[src/rtl/sa_pkg.sv]
// Shared state encoding and sizing helpers for the systolic-array sequencer.
package sa_pkg;

  typedef enum logic [2:0] {
    IDLE  = 3'd0,
    CLEAR = 3'd1,
    FEED  = 3'd2,
    FLUSH = 3'd3,
    DRAIN = 3'd4,
    DONE  = 3'd5
  } sa_state_e;

  // Cycles needed to push the input skew out of an n x n array.
  function automatic int flush_cycles(input int n);
    return 2 * n - 2;
  endfunction

  function automatic int row_w(input int n);
    return $clog2(n);
  endfunction

endpackage

[src/rtl/sa_ctrl.sv]
// sa_ctrl: sequences one output-stationary matmul job (clear, feed, flush, drain).
// Optional stall counter on stall_cnt is built only when SA_CTRL_PERF_CNT_EN is defined.
module sa_ctrl
  import sa_pkg::*;
#(
  parameter int N     = 4,
  parameter int CNT_W = 8
) (
  input  logic               sys_clk,
  input  logic               rst,
  input  logic               start,
  input  logic [CNT_W-1:0]   M_minus_one,
  input  logic               in_fifo_empty,
  input  logic               out_fifo_full,
  output logic               in_fifo_rd,
  output logic               array_en,
  output logic               array_zero,
  output logic               array_clear,
  output logic [$clog2(N)-1:0] drain_row,
  output logic               out_fifo_wr,
  output logic               busy,
  output logic               done,
  output logic [15:0]        stall_cnt,
  output sa_state_e          dbg_state
);

  localparam int ROW_W   = row_w(N);
  localparam int FLUSH_W = $clog2(2 * N - 1);
  localparam logic [FLUSH_W-1:0] FLUSH_LAST = FLUSH_W'(flush_cycles(N) - 1);
  localparam logic [ROW_W-1:0]   ROW_LAST   = ROW_W'(N - 1);

  sa_state_e          state;
  sa_state_e          state_nxt;
  logic [CNT_W-1:0]   m_lat;
  logic [CNT_W-1:0]   feed_cnt;
  logic [FLUSH_W-1:0] flush_cnt;
  logic [ROW_W-1:0]   row_cnt;
  logic               feed_beat;
  logic               drain_beat;

  // Handshake: a word moves from the input FIFO only when in_fifo_empty=0 and the
  // sequencer is in FEED; a row moves to the output FIFO only when out_fifo_full=0
  // in DRAIN. Both strobes are combinational and forced low while rst is high.
  assign feed_beat   = (state == FEED)  && !in_fifo_empty && !rst;
  assign drain_beat  = (state == DRAIN) && !out_fifo_full && !rst;
  assign in_fifo_rd  = feed_beat;
  assign out_fifo_wr = drain_beat;
  assign array_en    = feed_beat || ((state == FLUSH) && !rst);
  assign drain_row   = row_cnt;
  assign dbg_state   = state;

  always_comb begin
    state_nxt = state;
    case (state)
      IDLE:    if (start) state_nxt = CLEAR;
      CLEAR:   state_nxt = FEED;
      FEED:    if (feed_beat && (feed_cnt == m_lat)) state_nxt = FLUSH;
      FLUSH:   if (flush_cnt == FLUSH_LAST) state_nxt = DRAIN;
      DRAIN:   if (drain_beat && (row_cnt == ROW_LAST)) state_nxt = DONE;
      DONE:    state_nxt = IDLE;
      default: state_nxt = IDLE;
    endcase
  end

  // State-decoded outputs are registered from the next state so they line up with it.
  always_ff @(posedge sys_clk) begin
    if (rst) begin
      state       <= IDLE;
      m_lat       <= '0;
      feed_cnt    <= '0;
      flush_cnt   <= '0;
      row_cnt     <= '0;
      busy        <= 1'b0;
      done        <= 1'b0;
      array_clear <= 1'b0;
      array_zero  <= 1'b0;
    end else begin
      state       <= state_nxt;
      busy        <= (state_nxt != IDLE);
      done        <= (state_nxt == DONE);
      array_clear <= (state_nxt == CLEAR);
      array_zero  <= (state_nxt == FLUSH);
      case (state)
        IDLE:  if (start) m_lat <= M_minus_one;
        CLEAR: begin
          feed_cnt  <= '0;
          flush_cnt <= '0;
          row_cnt   <= '0;
        end
        FEED:  if (feed_beat && (feed_cnt != m_lat)) feed_cnt <= feed_cnt + 1'b1;
        FLUSH: if (flush_cnt != FLUSH_LAST) flush_cnt <= flush_cnt + 1'b1;
        DRAIN: if (drain_beat && (row_cnt != ROW_LAST)) row_cnt <= row_cnt + 1'b1;
        default: ;
      endcase
    end
  end

`ifdef SA_CTRL_PERF_CNT_EN
  logic [15:0] stall_q;
  logic        stalled;

  assign stalled = ((state == FEED) && in_fifo_empty) || ((state == DRAIN) && out_fifo_full);

  always_ff @(posedge sys_clk) begin
    if (rst || (state == CLEAR)) begin
      stall_q <= '0;
    end else if (stalled && (stall_q != 16'hFFFF)) begin
      stall_q <= stall_q + 16'd1;
    end
  end

  assign stall_cnt = stall_q;
`else
  assign stall_cnt = '0;
`endif

endmodule

[config.mk]
export PLATFORM = sky130hd
export DESIGN_NAME = sa_ctrl
export DESIGN_NICKNAME = d
export VERILOG_FILES = /design/src/rtl/sa_pkg.sv /design/src/rtl/sa_ctrl.sv
export SDC_FILE = /design/constraint.sdc
export NUM_CORES = 1
export LEC_CHECK = 0
export BUFFER_PORTS_ARGS = -buffer_cell sky130_fd_sc_hd__buf_2
export CAP_MARGIN = 20
export CELL_PAD_IN_SITES_DETAIL_PLACEMENT = 1
export CELL_PAD_IN_SITES_GLOBAL_PLACEMENT = 2
export CORE_MARGIN = 2
export CORE_UTILIZATION = 33
export DETAILED_ROUTE_END_ITERATION = 7
export PLACE_DENSITY_LB_ADDON = 0.2
export SLEW_MARGIN = 20
export SYNTH_ARGS = -nofsm -noshare
export SYNTH_HDL_FRONTEND = slang
export SYNTH_SLANG_ARGS = --single-unit
[constraint.sdc]
create_clock -name sys_clk -period 3.1 [get_ports sys_clk]
set_input_delay 0.465 -clock sys_clk [delete_from_list [all_inputs] [get_ports sys_clk]]
set_output_delay 0.465 -clock sys_clk [all_outputs]
set_load 0.01 [all_outputs]
==> results of run 1 <==
## final timing paths
kind | to | slack [ns] | cells after the start
worst min-delay path | done | 0.40 | 2
worst min register to register | m_lat[6] | 0.48 | 2
worst max-delay path | in_fifo_rd | 0.73 | 4
worst max register to register | feed_cnt[6] | 1.18 | 4
## worst max-delay path, stage by stage, from the launching register on
cell and delay (ns):
dfxtp_1 0.44, or3b_1 0.44, or3_1 0.50, inv_2 0.12, buf_2 0.13
## where the power goes
part / leakage [nW] / internal, mW / switching, mW / total [mW]
clock: 0.0216 / 0.0872 / 0.109 / 0.196
combinational: 0.501 / 0.0504 / 0.0914 / 0.142
sequential: 0.228 / 0.376 / 0.0146 / 0.390
## flip-flops by register name, indices dropped and copies added, names as in the netlist
name / cells
feed_cnt: 8
m_lat: 8
dbg_state: 3
flush_cnt: 3
drain_row: 2
array_clear: 1
array_zero: 1
busy: 1
done: 1
## logic make-up (layout without fill, tap and decap cells)
family	Yosys count	after routing	synth area share, %
AOI/OAI and AO/OA	25	25	12.4
xor gates and xnor gates	10	10	5.56
adders and majority gates	4	4	3.18
buffers and inverters	28	33	11.2
DFF	28	28	35.6
muxes	12	12	7.70
other	1	16	0.238
and+or+nand+nor	67	67	24.1
## metal layers
metal | track usage [%] | up-vias | wire length, um
met2 | 24.2 | 12 | 1790
met4 | 4.32 | 0 | 19
li1 | - | 613 | -
met5 | 0 | - | 0
met3 | 2.21 | 2 | 60
met1 | 16.8 | 577 | 1530
## cell usage in the layout, fill, tap and decap left out, types with 2 or more instances in the layout
cell / n
a211oi_2: 7
a21oi_1: 13
buf_2: 24
clkbuf_8: 3
conb_1: 16
dfxtp_1: 28
ha_1: 4
inv_1: 4
mux2i_1: 11
nand2_1: 31
nand3_1: 4
nand4_1: 2
nor2_1: 7
nor3_1: 2
nor4_4: 2
or3_1: 5
or3b_1: 2
xor2_1: 9
## cell type report
type / count / area, sq um / share of cell area, %
inverter: 5 / 18.8 / 1.10
clock buffer: 3 / 41.3 / 2.41
timing repair buffer: 25 / 128 / 7.46
multi-input combinational: 134 / 895 / 52.3
sequential: 28 / 561 / 32.8
tap: 54 / 67.6 / 3.95
==> reports/summary.txt, run 1 <==
Run status: completed
Row cnt: 25
Asr flop ratio synth: 0%
Io pins: 41
Peak supply drop: 0.146 mV
Final WL: 3400 um
Crit Path Class: reg -> out
Netlist Area Pre-Place: 1580 sq um
Placed cells: 246
CP required: 2.63 ns
Hold crit path type: in -> reg
Post_cts resized: 0
Placed Area: 1670 sq um
Worst Setup SP: dbg_state[2]
Fillcell total: 572
Leading area contributor after synthesis: dfxtp_1
Slew Viols, Final: 0
Final setup TNS: 0 ns
Power Density: 426 nW/um^2
Yosys warnings: 0
Core ar.: 4660 sq um
Min-delay src: out_fifo_full
Initial antenna violation count: 0
RSZ-0062 raised after global routing: false
Worst setup margin: 0.731 ns
1st-iter DRT viols: 12
Critical path capture point type: output pin
Ys flop type: dfxtp_1
Peak Freq: 0.422 GHz
Nets: 214
Die footprint: 5340 sq um
Largest net degree at the start of global routing: 27
Worst-Margin Slew: 0.668 ns
Clock Pin Slew Worst Setup and Hold Paths: 0.10 ns
Syn avg cell area: 9.00 sq um
Root buffer cell: clkbuf_8
H-tree depth: 1
Final hold slack: 0.404 ns
Fin area: 1710 sq um
GRT overflow: 0
Die height: 73.1 um
Most common cell in the netlist: nand2_1
Yosys cell types: 41
Pre-antenna DRT Iters: 4
Overall power: 728 uW
Worst skew pair latency: 0.27 ns
Leakage Power: 0.751 nW
Commonest cells post-synth: nand2_1 (31), dfxtp_1 (28), buf_4 (16), a21oi_1 (13), mux2i_1 (11)
Max Clock Skew: 0.00793 ns
Clock Sinks: 28
Vias in the first global route: 1267
Via density: 4.84
Synth Instances: 175
CTS max path bufs: 2
Post-route clock period utilization: 76.4%
Final setup viols: 0
Area Overhead vs Synth: 8.58%
Final core occ: 36.7%
#FFs+latches synth: 28
GRT Util Overall: 13.7%
Fin. Hold Viols: 0
WL per Instance: 13.6 um
Layout Cells excl Fill: 249
Reg2reg start: dbg_state[2]
Top post-synthesis cells by area: dfxtp_1 (36%), buf_4 (7.6%), nand2_1 (7.4%), mux2i_1 (7.0%), a211oi_2 (5.6%)
Starting Density: 33.8%
Total CTS buffers: 3
Post-synth EDFFs: 0
Synth top area share: 35.6%
Die width: 73.1 um
Tmin final: 2.37 ns
Via Count: 1204
# hold bufs at CTS: 0
Routed Antenna Nets: 0
Data arrival, critical path: 1.90 ns
Slew headroom: 55.1%
Pre-CTS setup slack: 0.943 ns
Port Buf Inserts: 24
Postcts setup bufs: 0
Worst Setup Start Kind: flip-flop
Detailed placement HPWL: 2690 um
Layout cell share with drive strength beyond 1: 22.1%
Gp weighted congestion: 0.765
Diodes inserted: 0
Crit-path max FO: 13
Remaining DRCs: 0
CTS tree: built
Post-synthesis sequential area ratio: 35.6%
First-pass GRT wire length: 5800 um
Max-Cap Viols: 0
(Power assumes the default switching activity.)
==> inputs of run 2 (changes only) <==
--- a/config.mk
+++ b/config.mk
@@ -5,12 +5,13 @@
 export SDC_FILE = /design/constraint.sdc
 export NUM_CORES = 1
 export LEC_CHECK = 0
+export ABC_AREA = 1
 export BUFFER_PORTS_ARGS = -buffer_cell sky130_fd_sc_hd__buf_2
 export CAP_MARGIN = 20
 export CELL_PAD_IN_SITES_DETAIL_PLACEMENT = 1
 export CELL_PAD_IN_SITES_GLOBAL_PLACEMENT = 2
 export CORE_MARGIN = 2
-export CORE_UTILIZATION = 33
+export CORE_UTILIZATION = 26
 export DETAILED_ROUTE_END_ITERATION = 7
 export PLACE_DENSITY_LB_ADDON = 0.2
 export SLEW_MARGIN = 20
==> constraint.sdc (replaced) <==
create_clock -name sys_clk -period 2.1 [get_ports sys_clk]
set_input_delay 0.315 -clock sys_clk [delete_from_list [all_inputs] [get_ports sys_clk]]
set_output_delay 0.315 -clock sys_clk [all_outputs]
set_load 0.01 [all_outputs]
==> run 2 against run 1 <==
Design area up 3.1%. Clock skew down 0.0039 ns. Combinational power up 49%. Sequential power up 51%. Critical path type unchanged.
==> reports/summary.txt, run 2 <==
M1 GR Usage: 16.3% (-0.46 points)
M2 GR Usage: 20.7% (-3.6 points)
Commonest cells after routing, fill and taps aside: nand2_1 (40), dfxtp_1 (28), buf_2 (24)
Slowest CP cell: dfxtp_1
Top flop regs: feed_cnt: 8 flops, m_lat: 8 flops
Layout Cells excl Fill: 309 (+24%)
Max-Cap Viols: 0 (unchanged)
Hold crit path type: in -> reg
Remaining DRCs: 0 (unchanged)
Largest net degree at the start of global routing: 17 (-37%)
H-tree depth: 1 (unchanged)
Data arrival, critical path: 1.47 ns (-0.43 ns)
CP required: 1.78 ns (-0.85 ns)
Layout cell share with drive strength beyond 1: 19.7% (-2.4 points)
Logic pwr share: 17.1% (-2.4 points)
Final WL: 3770 um (+11%)
Postcts setup bufs: 0 (unchanged)
Yosys cell types: 29 (-29%)
Syn avg cell area: 7.39 sq um (-18%)
Gp weighted congestion: 0.735 (-3.9%)
Crit path max-delay family: flip-flops
Run status: completed
Post-synth EDFFs: 0 (unchanged)
Placed cells: 305 (+24%)
Final setup viols: 0 (unchanged)
CTS max path bufs: 2 (unchanged)
Worst r2r dst: busy
Netlist Area Pre-Place: 1560 sq um (-1.0%)
Sequential share of power: 47.5% (-6.1 points)
Pre-antenna DRT Iters: 4 (unchanged)
Post-route clock period utilization: 85.1%
Slew Viols, Final: 0 (unchanged)
Fillcell total: 731 (+28%)
Asr flop ratio synth: 0% (unchanged)
CTS tree: built
Register area: 561 sq um (unchanged)
Diodes inserted: 0 (unchanged)
Peak Freq: 0.560 GHz
Min-delay src: out_fifo_full
Total CTS buffers: 3 (unchanged)
Commonest non-fill, non-tap cell in the layout: nand2_1
First-pass GRT wire length: 6310 um (+8.9%)
Buffers and inverters on the worst path: 1 (-1)
GRT overflow: 0 (unchanged)
Hold Path Stages: 2 (unchanged)
Clock Sinks: 28 (unchanged)
Leakage Power: 0.817 nW (+8.9%)
Synth Instances: 211 (+21%)
RSZ-0062 raised after global routing: false
Commonest cells post-synth: nand2_1 (40), dfxtp_1 (28), inv_1 (23), nor2_1 (22), buf_4 (17)
Die width: 81.4 um (+11%)
Tmin final: 1.79 ns
Core ar.: 5850 sq um (+26%)
P_int: 893 uW (+74%)
Top post-synthesis cells by area: dfxtp_1 (36%), nand2_1 (9.6%), buf_4 (8.2%), inv_1 (5.5%), nor2_1 (5.3%)
GRT Util Overall: 12.4% (-1.3 points)
Crit-path max FO: 8 (-5)
Min-Delay Endpoint: done
Initial antenna violation count: 0 (unchanged)
Nets: 252 (+18%)
Die height: 81.4 um (+11%)
# hold bufs at CTS: 0 (unchanged)
Post_cts resized: 0 (unchanged)
Synth top area share: 36.0% (+0.37 points)
Worst skew pair latency: 0.28 ns (about the same)
Routed Antenna Nets: 0 (unchanged)
Detailed placement HPWL: 2940 um (+9.6%)
Area Overhead vs Synth: 13.2%
Crit Path Class: reg -> out
Max Clock Skew: 0.00402 ns (-0.00391 ns)
Via density: 4.28 (-11%)
Worst Setup Start Kind: flip-flop
Critical path capture point type: output pin
Fin. Hold Viols: 0 (unchanged)
Max stage delay on crit path: 0.45 ns (-0.05 ns)
WL per Instance: 12.2 um (-11%)
Reg2reg start: dbg_state[1]
Io pins: 41 (unchanged)
Most common cell in the netlist: nand2_1
Yosys warnings: 0 (unchanged)
Via Count: 1323 (+9.9%)
Reg-to-reg slack, setup: 0.54 ns (-0.64 ns)
Vias in the first global route: 1312 (+3.6%)
Met3 Use GR: 2.86% (+0.65 points)
Power Density: 702 nW/um^2 (+65%)
Clock Pin Slew Worst Setup and Hold Paths: 0.10 ns (about the same)
Port Buf Inserts: 24 (unchanged)
Ys flop type: dfxtp_1
Post-synthesis sequential area ratio: 36.0% (+0.37 points)
Final setup TNS: 0 ns (unchanged)
#FFs+latches synth: 28 (unchanged)
Top Usage Layer GRT: met2
Starting Density: 26.6% (-7.2 points)
Crit-path cells: nand3_4 > nor3_4 > o21bai_1 > buf_2
Switching pwr: 345 uW (+60%)
R2r worst-path depth: 7 (+3)
Root buffer cell: clkbuf_8
Area of the multi-input gates: 821 sq um (-8.3%)
1st-iter DRT viols: 39 (+27)
Row cnt: 28 (+12%)
Leading area contributor after synthesis: dfxtp_1
Sw frac: 27.9% (-1.6 points)
Peak supply drop: 0.294 mV (+100%)
Die footprint: 6630 sq um (+24%)
Clock Power Share: 35.4% (+8.5 points)
==> run 2: changes by cell type after synthesis, moves of 4 or more <==
| cell | change |
|---|---|
| or3_1 | -5 |
| o21ai_0 | +11 |
| a21oi_2 | +6 |
| nand2_1 | +9 |
| mux2i_1 | -11 |
| a211oi_2 | -7 |
| nand3_1 | +11 |
| inv_1 | +19 |
| nor2_1 | +15 |
| xnor2_1 | +4 |
| xor2_1 | -6 |
==> run 2: power groups by stage <==
| stage | logic, mW | registers [mW] | clock network [mW] |
|---|---|---|---|
| after global routing | 0.246 | 0.594 | 0.475 |
| after floorplan | 0.173 | 0.601 | 0 |
| after global placement | 0.217 | 0.601 | 0 |
| after detailed placement | 0.218 | 0.601 | 0 |
| final | 0.212 | 0.588 | 0.438 |
| after CTS | 0.218 | 0.589 | 0.453 |
==> run 2: stage by stage <==
step / util [%] / cell area [sq um] / setup slack, ns / total power, mW / hold slack, ns
floorplan: - / 1620 / 0.736 / 0.775 / 0.400
CTS: 30.2 / 1760 / 0.273 / 1.26 / 0.235
global route: 30.2 / 1760 / 0.180 / 1.31 / 0.224
finish: 30.2 / 1760 / 0.313 / 1.24 / 0.242
detailed placement: 28.9 / 1690 / 0.516 / 0.819 / 0.470
global placement: 28.9 / 1690 / 0.489 / 0.818 / 0.463
==> run 2: cell type report <==
class                           instances  share of cell area (%)
Sequential cell                        28                    31.8
Multi-Input combinational cell        153                    46.5
Inverter                               24                    5.11
Tap cell                               75                    5.32
Clock buffer                            3                    2.34
Clock inverter                          1                    1.70
Timing Repair Buffer                   25                    7.23
==> run 2: worst register-to-register path, stage by stage (launching register included) <==
cell and delay, ns:
dfxtp_1 0.45, nor3_1 0.10, inv_1 0.37, nand2_1 0.14, nor3_1 0.19, nand3_1 0.10, nand2_1 0.07, inv_1 0.04
==> run 2: logic make-up after synthesis <==
| logic type | synth area share (%) |
|---|---|
| adders and majority gates | 3.21 |
| AOI/OAI and AO/OA | 11.9 |
| other | 0.241 |
| DFF | 36.0 |
| xor gates and xnor gates | 4.49 |
| buffers and inverters | 15.0 |
| and+or+nand+nor | 29.2 |
==> run 2: how the worst max path moves through the flow <==
stage,from,endpoint,slack [ns],depth (start not counted)
3_3_place_gp,dbg_state[1],busy,0.49,7
5_1_grt,dbg_state[1],array_en,0.18,4
6_report,dbg_state[1],array_en,0.31,4
2_1_floorplan,dbg_state[1],array_en,0.74,3
3_5_place_dp,dbg_state[1],busy,0.52,7
4_1_cts,dbg_state[1],array_en,0.27,4
==> run 2: per-layer routing <==
layer,wire length [um],vias to the layer above
met4,25,0
met3,123,2
met1,1810,623
met2,1820,18
li1,-,680
met5,0,-
==> inputs of run 3 (changes only) <==
--- a/config.mk
+++ b/config.mk
@@ -13,6 +13,7 @@
 export CORE_MARGIN = 2
 export CORE_UTILIZATION = 26
 export DETAILED_ROUTE_END_ITERATION = 7
+export MAX_ROUTING_LAYER = met4
 export PLACE_DENSITY_LB_ADDON = 0.2
 export SLEW_MARGIN = 20
 export SYNTH_ARGS = -nofsm -noshare
==> run 3 against run 2 <==
Power barely moved. Sequential power barely moved. Routed wire length fell by 0.16%. Clock power barely moved. Critical path depth did not move. Critical path type unchanged. Register-to-register slack barely moved. Final cell count did not move. First-iteration DRC count did not move. Largest power group unchanged. Non-clock buffer count did not move. Critical endpoint unchanged. Largest cell class unchanged.
==> reports/summary.txt, run 3 (synthesis results as in run 2) <==
Run status: completed
Final WL: 3760 um (-0.16%)
Switching pwr: 345 uW (-0.13%)
Clock Power Share: 35.3% (about the same)
Crit-path max FO: 8 (unchanged)
Reg2reg start: dbg_state[1]
First-pass GRT wire length: 6310 um (-0.11%)
Via Count: 1324 (+0.076%)
Worst Setup Start Kind: flip-flop
Max-Cap Viols: 0 (unchanged)
WL per Instance: 12.2 um (-0.16%)
Fillcell total: 731 (unchanged)
Detailed placement HPWL: 2940 um (unchanged)
Max Clock Skew: 0.00333 ns (-0.000689 ns)
Layout cell share with drive strength beyond 1: 19.7% (unchanged)
Slew Viols, Final: 0 (unchanged)
# hold bufs at CTS: 0 (unchanged)
Nets: 252 (unchanged)
Worst skew pair latency: 0.28 ns (about the same)
H-tree depth: 1 (unchanged)
Die height: 81.4 um (unchanged)
Area Overhead vs Synth: 13.2% (unchanged)
P_int: 893 uW (about the same)
Initial antenna violation count: 0 (unchanged)
Min-Delay Endpoint: done
Diodes inserted: 0 (unchanged)
Worst r2r dst: busy
Row cnt: 28 (unchanged)
Logic pwr share: 17.1% (about the same)
Gp weighted congestion: 0.744 (+1.2%)
Port Buf Inserts: 24 (unchanged)
Postcts setup bufs: 0 (unchanged)
Die footprint: 6630 sq um (unchanged)
Die width: 81.4 um (unchanged)
Largest net degree at the start of global routing: 17 (unchanged)
Top flop regs: feed_cnt: 8 flops, m_lat: 8 flops
Layout Cells excl Fill: 309 (unchanged)
Root buffer cell: clkbuf_8
Pre-antenna DRT Iters: 4 (unchanged)
Remaining DRCs: 0 (unchanged)
Crit Path Class: reg -> out
Post_cts resized: 0 (unchanged)
Clock Pin Slew Worst Setup and Hold Paths: 0.10 ns (about the same)
Clock Sinks: 28 (unchanged)
Sw frac: 27.9% (about the same)
RSZ-0062 raised after global routing: false
Core ar.: 5850 sq um (unchanged)
Routed Antenna Nets: 0 (unchanged)
Reg-to-reg slack, setup: 0.53 ns (about the same)
Commonest non-fill, non-tap cell in the layout: nand2_1
Critical path capture point type: output pin
Placed cells: 305 (unchanged)
CTS max path bufs: 2 (unchanged)
GRT overflow: 0 (unchanged)
Tmin final: 1.79 ns (+0.00156 ns)
Peak supply drop: 0.293 mV (-0.31%)
1st-iter DRT viols: 39 (unchanged)
Io pins: 41 (unchanged)
Final setup TNS: 0 ns (unchanged)
Via density: 4.28 (about the same)
GRT Util Overall: 12.7% (+0.35 points)
Hold Path Stages: 2 (unchanged)
Starting Density: 26.6% (unchanged)
Data arrival, critical path: 1.47 ns (about the same)
Peak Freq: 0.559 GHz (about the same)
Vias in the first global route: 1313 (+0.076%)
Min-delay src: out_fifo_full
Sequential share of power: 47.5% (about the same)
Post-route clock period utilization: 85.2% (about the same)
R2r worst-path depth: 7 (unchanged)
Commonest cells after routing, fill and taps aside: nand2_1 (40), dfxtp_1 (28), buf_2 (24)
Power Density: 701 nW/um^2 (about the same)
Final setup viols: 0 (unchanged)
Total CTS buffers: 3 (unchanged)
CP required: 1.78 ns (about the same)
CTS tree: built
Leakage Power: 0.817 nW (unchanged)
Hold crit path type: in -> reg
Fin. Hold Viols: 0 (unchanged)
[run 3: cell counts in the layout (fill, tap and decap cells not counted)]
Identical to the previous run, type by type.
[run 3: routing by layer]
layer / wire length (um) / vias up / part of all wire [%] / track usage, %
li1: - / 680 / - / -
met1: 1820 / 624 / 48 / 16.4
met2: 1810 / 18 / 48 / 20.7
met3: 107 / 2 / 2.8 / 2.64
met4: 25 / 0 / 0.66 / 2.54
met5: 0 / - / 0 / -
[run 3: power groups by stage]
stage	clock network, mW	registers, mW	logic [mW]
after CTS	0.453	0.589	0.218
after global routing	0.475	0.594	0.246
after detailed placement	0	0.601	0.218
after global placement	0	0.601	0.217
after floorplan	0	0.601	0.173
final	0.437	0.588	0.212
[run 3: worst max path at each step]
stage / start / to / cells past startpoint
finish: dbg_state[1] / array_en / 4
global placement: dbg_state[1] / busy / 7
global route: dbg_state[1] / array_en / 4
floorplan: dbg_state[1] / array_en / 3
detailed placement: dbg_state[1] / busy / 7
CTS: dbg_state[1] / array_en / 4
[run 3: layout make-up]
cell class	count	area (sq um)	share of cell area (%)
Clock inverter	1	30.0	1.70
Timing Repair Buffer	25	128	7.23
Clock buffer	3	41.3	2.34
Multi-Input combinational cell	153	821	46.5
Inverter	24	90.1	5.11
Sequential cell	28	561	31.8
Tap cell	75	93.8	5.32
[run 3: critical path, stage by stage (launching register included)]
cell	delay, ns
dfxtp_1	0.45
nand3_4	0.17
nor3_4	0.27
o21bai_1	0.15
buf_2	0.14
[run 3: through the flow]
step	hold slack, ns	cell area (sq um)	power (mW)	util, %	setup slack (ns)
final	0.243	1760	1.24	30.2	0.311
after global routing	0.224	1760	1.31	30.2	0.180
after CTS	0.235	1760	1.26	30.2	0.273
after detailed placement	0.470	1690	0.819	28.9	0.516
after global placement	0.463	1690	0.818	28.9	0.489
after floorplan	0.400	1620	0.775	-	0.736
